==> src/rtl/uart_alu_sequencer.sv <==
// -----------------------------------------------------------------------------
// uart_alu_sequencer
//
// Frame-level controller between the UART RX/TX FIFOs and a shared ALU.
// It parses 5-byte command frames (SOF, OP, A, B, CHK) from the RX FIFO and
// checks the XOR checksum. Operands are committed to the ALU only for good
// frames. The ALU result is sampled and a status/result response is queued
// into the TX FIFO. Frames that stall between bytes are aborted by a timeout,
// and checksum/timeout errors are counted.
//
// Ports:
//   clock         system clock, rising edge
//   i_reset_n     asynchronous active-low reset
//   i_rx_empty    RX FIFO empty flag
//   i_rx_data     RX FIFO head word (first-word-fall-through)
//   o_rx_rd       RX FIFO pop strobe (combinational)
//   i_tx_full     TX FIFO full flag
//   o_tx_wr       TX FIFO push strobe (combinational)
//   o_tx_data     TX FIFO write word
//   o_operation   registered ALU op code (low NB_OP bits of OP)
//   o_a_data      registered ALU operand A
//   o_b_data      registered ALU operand B
//   i_alu_result  combinational ALU result
//   o_busy        high in every state except IDLE
//   o_err_cnt     saturating count of checksum and timeout errors
// -----------------------------------------------------------------------------
module uart_alu_sequencer #(
    parameter int              DBIT        = 8,
    parameter int              NB_OP       = 6,
    parameter logic [DBIT-1:0] SOF         = 8'hA5,
    parameter int              TIMEOUT_CYC = 1_000_000,
    parameter int              NB_TO       = 20
) (
    input  logic             clock,
    input  logic             i_reset_n,
    input  logic             i_rx_empty,
    input  logic [DBIT-1:0]  i_rx_data,
    output logic             o_rx_rd,
    input  logic             i_tx_full,
    output logic             o_tx_wr,
    output logic [DBIT-1:0]  o_tx_data,
    output logic [NB_OP-1:0] o_operation,
    output logic [DBIT-1:0]  o_a_data,
    output logic [DBIT-1:0]  o_b_data,
    input  logic [DBIT-1:0]  i_alu_result,
    output logic             o_busy,
    output logic [7:0]       o_err_cnt
);

    typedef enum logic [3:0] {
        IDLE,
        GET_OP,
        GET_A,
        GET_B,
        GET_CHK,
        COMMIT,
        SAMPLE,
        SEND_STAT,
        SEND_RES
    } state_e;

    localparam logic [DBIT-1:0]  ST_OK      = '0;
    localparam logic [DBIT-1:0]  ST_BAD_CHK = DBIT'(8'hE1);
    localparam logic [DBIT-1:0]  ST_TIMEOUT = DBIT'(8'hE2);
    localparam logic [NB_TO-1:0] TO_LAST    = NB_TO'(TIMEOUT_CYC - 1);

    state_e            state_q,     state_d;
    logic [DBIT-1:0]   op_sh_q,     op_sh_d;
    logic [DBIT-1:0]   a_sh_q,      a_sh_d;
    logic [DBIT-1:0]   b_sh_q,      b_sh_d;
    logic [NB_OP-1:0]  operation_q, operation_d;
    logic [DBIT-1:0]   a_q,         a_d;
    logic [DBIT-1:0]   b_q,         b_d;
    logic [DBIT-1:0]   result_q,    result_d;
    logic [DBIT-1:0]   status_q,    status_d;
    logic [NB_TO-1:0]  to_cnt_q,    to_cnt_d;
    logic [7:0]        err_cnt_q,   err_cnt_d;

    logic              rx_rd;
    logic              tx_wr;
    logic [DBIT-1:0]   tx_data;
    logic              err_inc;

    // -------------------------------------------------------------------------
    // Next-state and output logic
    // -------------------------------------------------------------------------
    // NOTE: every variable gets its default before the case statement so no
    // path leaves one unassigned, which would otherwise infer a latch.
    always_comb begin
        state_d     = state_q;
        op_sh_d     = op_sh_q;
        a_sh_d      = a_sh_q;
        b_sh_d      = b_sh_q;
        operation_d = operation_q;
        a_d         = a_q;
        b_d         = b_q;
        result_d    = result_q;
        status_d    = status_q;
        to_cnt_d    = to_cnt_q;
        err_cnt_d   = err_cnt_q;
        rx_rd       = 1'b0;
        tx_wr       = 1'b0;
        tx_data     = '0;
        err_inc     = 1'b0;

        case (state_q)
            IDLE: begin
                // Drain everything; only SOF opens a frame.
                if (!i_rx_empty) begin
                    rx_rd = 1'b1;
                    if (i_rx_data == SOF) begin
                        state_d  = GET_OP;
                        to_cnt_d = '0;
                    end
                end
            end

            GET_OP, GET_A, GET_B, GET_CHK: begin
                if (!i_rx_empty) begin
                    rx_rd    = 1'b1;
                    to_cnt_d = '0;
                    case (state_q)
                        GET_OP: begin
                            op_sh_d = i_rx_data;
                            state_d = GET_A;
                        end
                        GET_A: begin
                            a_sh_d  = i_rx_data;
                            state_d = GET_B;
                        end
                        GET_B: begin
                            b_sh_d  = i_rx_data;
                            state_d = GET_CHK;
                        end
                        default: begin
                            if (i_rx_data == (op_sh_q ^ a_sh_q ^ b_sh_q)) begin
                                state_d = COMMIT;
                            end else begin
                                status_d = ST_BAD_CHK;
                                err_inc  = 1'b1;
                                state_d  = SEND_STAT;
                            end
                        end
                    endcase
                end else if (to_cnt_q == TO_LAST) begin
                    // Last allowed idle cycle expired with no byte: abort.
                    status_d = ST_TIMEOUT;
                    err_inc  = 1'b1;
                    state_d  = SEND_STAT;
                end else begin
                    to_cnt_d = to_cnt_q + NB_TO'(1);
                end
            end

            COMMIT: begin
                operation_d = op_sh_q[NB_OP-1:0];
                a_d         = a_sh_q;
                b_d         = b_sh_q;
                status_d    = ST_OK;
                state_d     = SAMPLE;
            end

            SAMPLE: begin
                // ALU inputs were registered one edge ago; result is settled.
                result_d = i_alu_result;
                state_d  = SEND_STAT;
            end

            SEND_STAT: begin
                tx_data = status_q;
                if (!i_tx_full) begin
                    tx_wr   = 1'b1;
                    state_d = (status_q == ST_OK) ? SEND_RES : IDLE;
                end
            end

            SEND_RES: begin
                tx_data = result_q;
                if (!i_tx_full) begin
                    tx_wr   = 1'b1;
                    state_d = IDLE;
                end
            end

            default: state_d = IDLE;
        endcase

        if (err_inc && (err_cnt_q != 8'hFF)) begin
            err_cnt_d = err_cnt_q + 8'd1;
        end
    end

    // -------------------------------------------------------------------------
    // State registers
    // -------------------------------------------------------------------------
    // NOTE: sequential state uses non-blocking assignments so every register
    // samples the pre-edge values regardless of statement order. All of these
    // are plain flops (no RAM), so each one is cleared by the async reset.
    always_ff @(posedge clock or negedge i_reset_n) begin
        if (!i_reset_n) begin
            state_q     <= IDLE;
            op_sh_q     <= '0;
            a_sh_q      <= '0;
            b_sh_q      <= '0;
            operation_q <= '0;
            a_q         <= '0;
            b_q         <= '0;
            result_q    <= '0;
            status_q    <= '0;
            to_cnt_q    <= '0;
            err_cnt_q   <= '0;
        end else begin
            state_q     <= state_d;
            op_sh_q     <= op_sh_d;
            a_sh_q      <= a_sh_d;
            b_sh_q      <= b_sh_d;
            operation_q <= operation_d;
            a_q         <= a_d;
            b_q         <= b_d;
            result_q    <= result_d;
            status_q    <= status_d;
            to_cnt_q    <= to_cnt_d;
            err_cnt_q   <= err_cnt_d;
        end
    end

    assign o_rx_rd     = rx_rd;
    assign o_tx_wr     = tx_wr;
    assign o_tx_data   = tx_data;
    assign o_operation = operation_q;
    assign o_a_data    = a_q;
    assign o_b_data    = b_q;
    assign o_busy      = (state_q != IDLE);
    assign o_err_cnt   = err_cnt_q;

endmodule
==> config.mk <==
export PLATFORM = sky130hd
export DESIGN_NAME = uart_alu_sequencer
export DESIGN_NICKNAME = d
export VERILOG_FILES = /design/src/rtl/uart_alu_sequencer.sv
export SDC_FILE = /design/constraint.sdc
export NUM_CORES = 1
export LEC_CHECK = 0
export CAP_MARGIN = 10
export CORE_MARGIN = 4
export CORE_UTILIZATION = 50
export CTS_CLUSTER_SIZE = 16
export DETAILED_ROUTE_END_ITERATION = 8
export DONT_BUFFER_PORTS = 1
export PLACE_DENSITY = 0.67
export SYNTH_ARGS = -nofsm -noshare
export SYNTH_HDL_FRONTEND = slang
export SYNTH_SLANG_ARGS = --single-unit
==> constraint.sdc <==
create_clock -name clock -period 2.1 [get_ports clock]
set_clock_uncertainty 0.1 [all_clocks]
set_input_delay 0.21 -clock clock [delete_from_list [all_inputs] [get_ports clock]]
set_output_delay 0.21 -clock clock [all_outputs]
set_load 0.05 [all_outputs]
==> results of run 1 <==
==> per-stage QoR <==
stage                     TNS [ns]  setup WS, ns  power [mW]  area, µm²  instances
after global placement           0        0.0831        6.79       4960        526
after detailed placement         0        0.0462        6.90       4960        526
after floorplan            -0.0358       -0.0358        5.86       4390        381
after global routing        -0.212       -0.0829        8.78       5500        569
after CTS                        0       0.00542        8.09       5360        563
final                            0        0.0168        8.31       5500        569
==> registers in the layout, summed over array words and instances, names as in the netlist, 8 cells and up <==
| register | cells |
|---|---|
| to_cnt_q | 20 |
| a_sh_q | 8 |
| b_sh_q | 8 |
| o_a_data | 8 |
| o_b_data | 8 |
| o_err_cnt | 8 |
| op_sh_q | 8 |
| result_q | 8 |
==> synth_stat cells, drive strengths merged, types with 5 or more instances <==
cell type and instances:
a22o 5, a31oi 5, and3 9, buf 6
clkbuf 9, dfrtp 89, mux2 55, nand2 33
nand3 11, nand4 6, nor2 19, nor2b 5
nor3 13, o21ai 34, o31ai 6, xnor2 17
xor2 14
==> cells by family after synthesis <==
kind of cell | Yosys count | synth area share (%)
AOI/OAI and AO/OA | 67 | 10.1
xor gates and xnor gates | 31 | 6.20
adders and majority gates | 3 | 0.800
buffers and inverters | 17 | 2.03
DFF | 89 | 50.9
muxes | 55 | 14.2
and+or+nand+nor | 119 | 15.8
==> layout make-up <==
class | count | area [µm²]
clock buffers | 11 | 141
repair buffers | 82 | 793
multi-input cells | 275 | 2150
fillers | 633 | 2890
inverters | 2 | 7.51
well taps | 105 | 131
flip-flops and latches | 89 | 2230
clock inverters | 5 | 40.0
==> layout by cell type, fill, tap and decap left out, drive strengths merged, types with 4 or more instances in the layout <==
cell type    count
clkbuf          12
a31oi            5
nor3            13
a21oi            4
nor2b            5
nor2            19
nor4             4
xnor2           17
a22o             5
o21ai           34
dfrtp           89
mux2            55
o31ai            6
nand4            6
and3             9
buf             63
nand3           11
dlygate4sd3     18
nand2           33
xor2            14
==> metal layers <==
layer	vias to the layer above	share of wire, %	track usage [%]
met4	0	0.96	4.81
met5	-	0	0
met2	77	51	32.8
li1	1536	-	-
met1	1675	43	25.0
met3	7	5.5	6.47
==> worst min-delay path by stage <==
stage	slack, ns	depth (start not counted)	startpoint	to
after detailed placement	-0.18	0	i_reset_n	to_cnt_q[11]$_DFFE_PN0P_
after global placement	-0.18	0	i_reset_n	to_cnt_q[15]$_DFFE_PN0P_
after floorplan	-0.19	0	i_reset_n	a_sh_q[0]$_DFFE_PN0P_
after CTS	-0.57	0	i_reset_n	op_sh_q[2]$_DFFE_PN0P_
after global routing	-0.58	0	i_reset_n	to_cnt_q[13]$_DFFE_PN0P_
final	-0.56	0	i_reset_n	to_cnt_q[17]$_DFFE_PN0P_
==> power breakdown <==
part / total (mW) / internal [mW] / switching [mW] / leakage (nW)
clock: 1.10 / 0.469 / 0.630 / 0.0822
sequential: 3.59 / 2.35 / 1.24 / 1.12
combinational: 3.62 / 1.88 / 1.74 / 1.25
total: 8.31 / 4.70 / 3.61 / 2.45
==> repair_timing <==
item,CTS,global route
setup endpoints to repair,6,23
cloned,0,1
pin swaps,1,3
buffers inserted,3,5
resized for setup,5,24
hold endpoints to repair,123,89
==> out/metrics.yaml, run 1 <==
n_antenna_cell: 0
io_buffers: 0
hold_buffers: 18
worstSetupStartpointType: "flip-flop"
syn_avg_cell_area_um2: 11.5
required_ns: 2.28
endpoint: "o_err_cnt[7]$_DFFE_PN0P_"
ant_nets: 0
status: "finished with violations"
worst-path-max-fanout: 6
ys_ff_latch: 89
via_per_inst: 5.79
rsz0062_at_grt: "true"
timing.final.crit_share_pct: 99.2
reg2reg_depth: 5
cp-startpoint: "state_q[1]$_DFFE_PN0P_"
grt_max_degree: 90
clk_latency_ns: 0.35
slew_viol_final: 0
vias: 3295
clkTransAtPathRegs_ns: 0.09
cap_violations: 0
worst_pin_slew_ns: 0.507
critPathSlowestCell: "dfrtp_2"
grt_pass1_wl_mm: 16.1
fp.coreArea_mm2: 0.00838
worstReg2RegEnd: "o_err_cnt[7]$_DFFE_PN0P_"
dr.pass1.iters: 5
dp_hpwl_mm: 6.63
crit_family: "simple AND/OR/NAND/NOR gates"
min_period_ns: 2.08
post-synth-top-area-cell: "dfrtp_1"
synth_edf_count: 0
cpPeakStageDelay_ns: 0.47
yosysTopAreaCellShare_pct: 50.9
arrival_ns: 2.26
ios: 61
syn_inst: 381
place_congestion: 0.880
drc: 0
grt_pass1_vias: 3295
r2r_start: "state_q[1]$_DFFE_PN0P_"
path_depth: 5
hold_path_class: "primary input to asynchronous set/reset pin"
cts_tree: "built"
grt_use_total_pct: 19.7
cts_max_path_buffers: 2
wire_per_inst_um: 18.0
die_y_um: 102
drive_above_1_share_pct: 37.3
violations: "hold timing"
rows: 33
powerDensity_mw_per_mm2: 1510
netlist_area_mm2: 0.00438
r2r_setup_slack_ns: 0.02
chipWidth_um: 102
synth_cell_types: 56
endpoint_kind: "flip-flop"
synth_area_leaders: "dfrtp_1 (51%), mux2_2 (14%), o21ai_0 (3.8%)"
hold_slack_ns: -0.557
max_freq_mhz: 480
ir_worst_vdd_mv: 0.831
postLayoutCoreUtil_pct: 65.6
async_flop_share_pct: 100
crit_path_cell_trace: "o21a_1, or3_4, or3_1, nor4_2, xor2_1"
setup_viol: 0
dr.first_iter.drc_count: 133
nNetsFinal: 481
path_buf_inv: 0
synthFlopType: "dfrtp_1"
synth-seq-area-share_pct: 50.9
syn2layout_area_growth_pct: 25.6
cts.htree.levels: 3
synthesis.nets: 403
path_class: "flip-flop to flip-flop"
routed_wl_mm: 10.3
yosysWarningCount: 0
overflow: 0
antenna_found_initial: 0
die_area_mm2: 0.0103
power.leakage_nw: 2.45
slew_headroom_pct: 66.2
initial_core_util_pct: 52.2
root_buffer: "clkbuf_8"
hold_violations: 89
cts_buffers: 9
cts_sinks: 89
(Power assumes the default switching activity.)
==> run 2: changes to the inputs <==
- ABC_AREA: unset -> 1
==> run 2 against run 1 <==
- critical endpoint is now state_q[1]$_DFFE_PN0P_
- the flow still finishes with violations (hold timing)
- core utilization is 5.5 points lower
- largest power group unchanged
- sequential share of layout area is 0.87 points lower
- highest routed layer unchanged
- worst hold slack worse by 0.020 ns
==> out/metrics.yaml, run 2 <==
worst-path-max-fanout: 8  # was 6
die_area_mm2: 0.0113  # was 0.0103 mm²
drc: 0  # unchanged
combinationalPowerShare_pct: 44.8  # was 43.6%
endpoint_kind: "flip-flop"  # unchanged
yosysTopAreaCellShare_pct: 45.9  # was 50.9%
multi_input_comb_area_mm2: 0.00232  # was 0.00215 mm²
via_per_inst: 5.11  # was 5.79
syn_inst: 647  # was 381
routed_wl_mm: 11.4  # was 10.3 mm
min_period_ns: 2.04  # was 2.08 ns
hold_violations: 89  # unchanged
rows: 35  # was 33
die_y_um: 106  # was 102 µm
clkPwrFrac_pct: 13.5  # was 13.2%
clk_latency_ns: 0.37  # was 0.35 ns
status: "finished with violations"  # unchanged
synth_cell_types: 36  # was 56
p_sw_mw: 4.13  # was 3.61 mW
wire_per_inst_um: 13.9  # was 18.0 µm
violations: "hold timing"  # unchanged
clkTransAtPathRegs_ns: 0.09  # about the same
cts_tree: "built"  # unchanged
max_freq_mhz: 489  # was 480 MHz
synth_area_leaders: "dfrtp_1 (46%), nand2_1 (17%), o21ai_0 (6.1%)"  # was dfrtp_1 (51%), mux2_2 (14%), o21ai_0 (3.8%)
synth-seq-area-share_pct: 45.9  # was 50.9%
cap_violations: 0  # unchanged
n_antenna_cell: 0  # unchanged
setup_viol: 0  # unchanged
power.leakage_nw: 2.71  # was 2.45 nW
cpPeakStageDelay_ns: 0.57  # was 0.47 ns
synth_compound_gate_area_share_pct: 11.8  # was 10.1%
overflow: 0  # unchanged
sw_frac_of_total_pct: 50.9  # was 43.4%
hold_path_class: "primary input to asynchronous set/reset pin"  # unchanged
ys_ff_latch: 89  # unchanged
crit_family: "simple AND/OR/NAND/NOR gates"  # unchanged
fillCellCount: 853  # was 633
grt_pass1_vias: 4082  # was 3295
slew_viol_final: 0  # unchanged
drive_above_1_share_pct: 14.8  # was 37.3%
hold_slack_ns: -0.576  # was -0.557 ns
synth_edf_count: 0  # unchanged
final_common_cell: "nand2_1"  # was dfrtp_1
regMostFlops: "to_cnt_q"  # unchanged
path_buf_inv: 2  # was 0
root_buffer: "clkbuf_8"  # unchanged
required_ns: 2.30  # was 2.28 ns
ant_nets: 0  # unchanged
synth_top_family_by_area: "simple AND/OR/NAND/NOR gates"  # unchanged
largest_reg_flops: 20  # unchanged
place_congestion: 0.889  # was 0.880
rsz0062_at_grt: "true"  # unchanged
power_mw: 8.13  # was 8.31 mW
crit_path_cell_trace: "dlygate4sd3_1, inv_1, nand4_1, o31ai_4, nand3_2, nor2_1, nand2_1, nand2_1"  # was o21a_1, or3_4, or3_1, nor4_2, xor2_1
synthFlopType: "dfrtp_1"  # unchanged
synth-xor-area-share_pct: 3.25  # was 6.20%
arrival_ns: 2.25  # was 2.26 ns
worstSetupStartpointType: "primary input"  # was flip-flop
grt_pass1_wl_mm: 19.5  # was 16.1 mm
nNetsFinal: 714  # was 481
register_area_mm2: 0.00223  # about the same
powerDensity_mw_per_mm2: 1450  # was 1510 mW/mm²
netlist_area_mm2: 0.00485  # was 0.00438 mm²
cp-startpoint: "i_rx_data[1]"  # was state_q[1]$_DFFE_PN0P_
cts_sinks: 89  # unchanged
cts_max_path_buffers: 2  # unchanged
synthMuxAreaShare_pct: 0  # was 14.2%
seqPwrFrac_pct: 41.7  # was 43.2%
ios: 61  # unchanged
dr.pass1.iters: 5  # unchanged
synthesis.nets: 669  # was 403
synth_common_cells: "nand2_1 (223), dfrtp_1 (89), inv_1 (76), o21ai_0 (59), nor2_1 (48)"  # was dfrtp_1 (89), mux2_2 (54), nand2_1 (33), o21ai_0 (33), nor2_1 (18)
critPathMostFrequentCell: "nand2_1"
synthAdderAreaFrac_pct: 0.516  # was 0.800%
yosysMostFrequentCell: "nand2_1"  # was dfrtp_1
vias: 4219  # was 3295
timing.final.crit_share_pct: 97.3  # was 99.2%
yosysWarningCount: 0  # unchanged
path_class: "primary input to flip-flop"  # was flip-flop to flip-flop
cts_buffers: 9  # unchanged
synth_simple_gate_area_share_pct: 30.5  # was 15.8%
io_buffers: 0  # unchanged
initial_core_util_pct: 52.0  # was 52.2%
post-synth-top-area-cell: "dfrtp_1"  # unchanged
slew_headroom_pct: 58.5  # was 66.2%
chipWidth_um: 106  # was 102 µm
syn_avg_cell_area_um2: 7.50  # was 11.5 µm²
r2r_start: "to_cnt_q[0]$_DFFE_PN0P_"  # was state_q[1]$_DFFE_PN0P_
hold_buffers: 17  # was 18
async_flop_share_pct: 100  # unchanged
grt_use_total_pct: 21.3  # was 19.7%
critPathSlowestCell: "o31ai_4"  # was dfrtp_2
fp.coreArea_mm2: 0.00933  # was 0.00838 mm²
antenna_found_initial: 0  # unchanged
dr.first_iter.drc_count: 212  # was 133
ir_worst_vdd_mv: 0.813  # was 0.831 mV
worst_pin_slew_ns: 0.622  # was 0.507 ns
cellInternalPower_mw: 3.99  # was 4.70 mW
syn2layout_area_growth_pct: 15.6  # was 25.6%
grt_max_degree: 90  # unchanged
layout_common_cells: "nand2_1 (223), dfrtp_1 (87), inv_1 (75), o21ai_0 (54), nor2_1 (45)"  # was dfrtp_1 (84), mux2_2 (54), buf_4 (51), o21ai_0 (30), nand2_1 (29)
cts.htree.levels: 3  # unchanged
dp_hpwl_mm: 7.94  # was 6.63 mm
-- run 2: cell types whose count changed after synthesis, sizes merged, moves of 6 or more --
cell,before,now
nand2,33,237
inv,2,78
mux2,55,0
o21ai,34,80
nor2,19,50
nand3,11,34
xnor2,17,6
and3,9,0
a21oi,4,10
-- run 2: final timing paths --
path                                            endpoint  slack (ns)  depth (start not counted)
worst max-delay path              state_q[1]$_DFFE_PN0P_        0.06                          8
worst min-delay path             result_q[6]$_DFFE_PN0P_       -0.58                          0
worst max register to register  to_cnt_q[18]$_DFFE_PN0P_        0.10                         12
worst min register to register     a_sh_q[6]$_DFFE_PN0P_        0.41                          2
max in group asynchronous        to_cnt_q[1]$_DFFE_PN0P_        2.24                          0
min in group clock                state_q[3]$_DFFE_PN0P_        0.05                          3
-- run 2: final cells by class --
| cell class | count | area share (%) |
|---|---|---|
| repair buffers | 49 | 7.61 |
| clock buffers | 10 | 2.45 |
| clock inverters | 5 | 0.692 |
| inverters | 78 | 5.22 |
| well taps | 129 | 2.88 |
| flip-flops and latches | 89 | 39.8 |
| multi-input cells | 465 | 41.4 |
-- run 2: power groups by stage --
| stage | sequential (mW) | combinational, mW | clock, mW |
|---|---|---|---|
| after global placement | 3.38 | 3.31 | 0 |
| after global routing | 3.48 | 4.10 | 1.21 |
| after CTS | 3.38 | 3.47 | 1.13 |
| final | 3.39 | 3.64 | 1.10 |
| after detailed placement | 3.41 | 3.41 | 0 |
| after floorplan | 3.54 | 2.49 | 0 |
-- run 2: layer usage --
layer	vias up	share of wire (%)	GRT usage (%)	wire [µm]
li1	2136	-	-	-
met1	1933	44	28.1	5040
met2	127	47	34.1	5390
met3	23	6.3	4.19	718
met4	0	2.6	9.68	299
met5	-	0	0	0
-- run 2: logic make-up after synthesis --
| kind of cell | after synthesis |
|---|---|
| fa+ha+maj | 2 |
| xor+xnor | 18 |
| simple gates | 348 |
| buf+inv | 94 |
| flops | 89 |
| compound gates | 96 |
-- run 2: through the flow --
step | area [µm²] | std cells | setup slack, ns | utilization [%] | TNS, ns
after global placement | 5170 | 792 | 0.116 | 55.4 | 0
after detailed placement | 5170 | 792 | 0.0461 | 55.4 | 0
after floorplan | 4850 | 647 | -0.248 | - | -1.24
after global routing | 5610 | 825 | -0.0203 | 60.1 | -0.0361
after CTS | 5530 | 824 | 0.0317 | 59.2 | 0
final | 5610 | 825 | 0.0557 | 60.1 | 0
-- run 2: repair_timing --
item	4_1_cts	5_1_grt
cloned	0	1
buffers inserted	0	0
hold endpoints to repair	129	89
pin swaps	0	1
gates resized for setup	3	15
endpoints found under the setup margin	9	39
==> run 3: changes to the inputs <==
--- a/config.mk
+++ b/config.mk
@@ -7,4 +7,5 @@
 export LEC_CHECK = 0
 export ABC_AREA = 1
+export BUFFER_PORTS_ARGS = -buffer_cell sky130_fd_sc_hd__buf_2
 export CAP_MARGIN = 10
 export CORE_MARGIN = 4
@@ -12,6 +13,5 @@
 export CTS_CLUSTER_SIZE = 16
 export DETAILED_ROUTE_END_ITERATION = 8
-export DONT_BUFFER_PORTS = 1
-export PLACE_DENSITY = 0.67
+export PLACE_DENSITY = 0.72
 export SYNTH_ARGS = -nofsm -noshare
 export SYNTH_HDL_FRONTEND = slang
==> constraint.sdc (replaced) <==
create_clock -name clock -period 2.1 [get_ports clock]
set_clock_uncertainty 0.1 [all_clocks]
set_input_delay 0.42 -clock clock [delete_from_list [all_inputs] [get_ports clock]]
set_output_delay 0.42 -clock clock [all_outputs]
set_load 0.05 [all_outputs]
==> run 3 against run 2 <==
- the flow now finishes without violations
- largest cell class unchanged
- worst hold slack improved by 0.74 ns
- first-iteration DRC count fell by 5.2%
- highest routed layer is now met5
- routed wire length barely moved
- critical path type is now flip-flop to output port
==> out/metrics.yaml, run 3 (synthesized netlist as in run 2, its figures left out) <==
die_y_um: 106  # unchanged
hold_path_class: "primary input to flip-flop"  # was primary input to asynchronous set/reset pin
slew_headroom_pct: 67.3  # was 58.5%
grt_pass1_vias: 4195  # was 4082
grt_max_degree: 69  # was 90
drive_above_1_share_pct: 22.0  # was 14.8%
cts_buffers: 9  # unchanged
holdPathStages: 3
final_common_cell: "nand2_1"  # unchanged
root_buffer: "clkbuf_8"  # unchanged
required_ns: 1.58  # was 2.30 ns
finalWorstSetupSlack_ns: 0.0319  # was 0.0557 ns
setup_tns_ns: 0  # unchanged
ir_worst_vdd_mv: 0.713  # was 0.813 mV
rows: 35  # unchanged
cp-startpoint: "state_q[0]$_DFFE_PN0P_"  # was i_rx_data[1]
worst-path-max-fanout: 4  # was 8
r2r_start: "state_q[3]$_DFFE_PN0P_"  # was to_cnt_q[0]$_DFFE_PN0P_
io_buffers: 60  # was 0
clk_latency_ns: 0.36  # was 0.37 ns
worstReg2RegEnd: "o_err_cnt[0]$_DFFE_PN0P_"  # was to_cnt_q[18]$_DFFE_PN0P_
worstSetupStartpointType: "flip-flop"  # was primary input
n_antenna_cell: 0  # unchanged
chipWidth_um: 106  # unchanged
power.leakage_nw: 2.87  # was 2.71 nW
routed_wl_mm: 11.4  # about the same
ant_nets: 0  # unchanged
ios: 61  # unchanged
grt_use_total_pct: 21.4  # was 21.3%
setup_viol: 0  # unchanged
nNetsFinal: 749  # was 714
powerDensity_mw_per_mm2: 1480  # was 1450 mW/mm²
largest_reg_flops: 20  # unchanged
dp_hpwl_mm: 8.14  # was 7.94 mm
cts.htree.levels: 3  # unchanged
status: "finished clean"  # was finished with violations
clkTransAtPathRegs_ns: 0.09  # about the same
initial_core_util_pct: 52.0  # unchanged
cts_sinks: 89  # unchanged
rsz0062_at_grt: "true"  # unchanged
overflow: 0  # unchanged
place_congestion: 0.947  # was 0.889
cts_tree: "built"  # unchanged
fillCellCount: 851  # was 853
endpoint_kind: "output port"  # was flip-flop
fp.coreArea_mm2: 0.00933  # unchanged
vias: 4310  # was 4219
cts_max_path_buffers: 2  # unchanged
max_freq_mhz: 484  # was 489 MHz
die_area_mm2: 0.0113  # unchanged
pre_cts_slack_ns: 0.0801  # was 0.0461 ns
layout_common_cells: "nand2_1 (222), dfrtp_1 (88), inv_1 (72), o21ai_0 (54), buf_2 (48)"  # was nand2_1 (223), dfrtp_1 (87), inv_1 (75), o21ai_0 (54), nor2_1 (45)
drc: 0  # unchanged
arrival_ns: 1.55  # was 2.25 ns
antenna_found_initial: 1  # was 0
timing.final.crit_share_pct: 98.5  # was 97.3%
worst_pin_slew_ns: 0.491  # was 0.622 ns
r2r_setup_slack_ns: 0.12  # was 0.10 ns
min_period_ns: 2.07  # was 2.04 ns
dp.cells: 838  # was 792
path_class: "flip-flop to output port"  # was primary input to flip-flop
syn2layout_area_growth_pct: 19.3  # was 15.6%
slew_viol_final: 0  # unchanged
hold_violations: 0  # was 89
dr.first_iter.drc_count: 201  # was 212
grt_pass1_wl_mm: 19.7  # was 19.5 mm
wire_per_inst_um: 13.3  # was 13.9 µm
cap_violations: 0  # unchanged
endpoint: "o_rx_rd"  # was state_q[1]$_DFFE_PN0P_
via_per_inst: 5.01  # was 5.11
reg2reg_depth: 8  # was 12
regMostFlops: "to_cnt_q"  # unchanged
fin_cells: 861  # was 825
dr.pass1.iters: 5  # unchanged
postLayoutCoreUtil_pct: 62.1  # was 60.1%
## run 3: critical path, cell delays in order, from the launching register on
cell and delay (ns):
dfrtp_1 0.41, nor2_4 0.18, nand2_1 0.11, a21oi_1 0.24, buf_4 0.25
## run 3: area by class of cell
class	count	area, µm²	area share, %
clock inverter	5	65.1	1.12
timing repair buffer	83	563	9.73
tap	129	161	2.79
clock buffer	11	131	2.27
sequential	89	2230	38.5
multi-input combinational	466	2350	40.5
inverter	78	293	5.06
## run 3: per-stage QoR
stage	power, mW	hold WS (ns)	cell area, µm²
floorplan	6.04	0.0244	4850
global placement	6.85	0.226	5370
detailed placement	6.99	0.230	5370
CTS	8.29	0.153	5630
global route	9.26	0.164	5790
finish	8.55	0.168	5790
## run 3: per-layer routing
layer | global-route usage (%) | up-vias | wire, µm
met1 | 28.7 | 1985 | 5330
met2 | 35.4 | 97 | 5450
met3 | 4.31 | 12 | 535
met5 | 0 | - | 13
met4 | 5.57 | 2 | 123
li1 | - | 2214 | -
## run 3: repair_timing
| item | CTS | global route |
|---|---|---|
| setup endpoints to repair | 11 | 33 |
| pin swaps | 0 | 4 |
| buffers inserted | 1 | 3 |
| cloned | 0 | 2 |
| endpoints found under the hold margin | 21 | 0 |
| hold buffers | 1 | 0 |
| gates resized for setup | 16 | 36 |
## run 3: worst min-delay path by stage
stage | slack, ns | from | end
2_1_floorplan | 0.02 | i_reset_n | a_sh_q[0]$_DFFE_PN0P_
3_3_place_gp | 0.23 | i_reset_n | result_q[6]$_DFFE_PN0P_
3_5_place_dp | 0.23 | i_reset_n | result_q[6]$_DFFE_PN0P_
4_1_cts | 0.15 | i_alu_result[0] | result_q[0]$_DFFE_PN0P_
5_1_grt | 0.16 | i_alu_result[7] | result_q[7]$_DFFE_PN0P_
6_report | 0.17 | i_alu_result[0] | result_q[0]$_DFFE_PN0P_
## run 3: report_power, final
group,switching (mW),internal [mW]
Combinational,3.19,1.37
Clock,0.630,0.562
Sequential,0.466,2.33
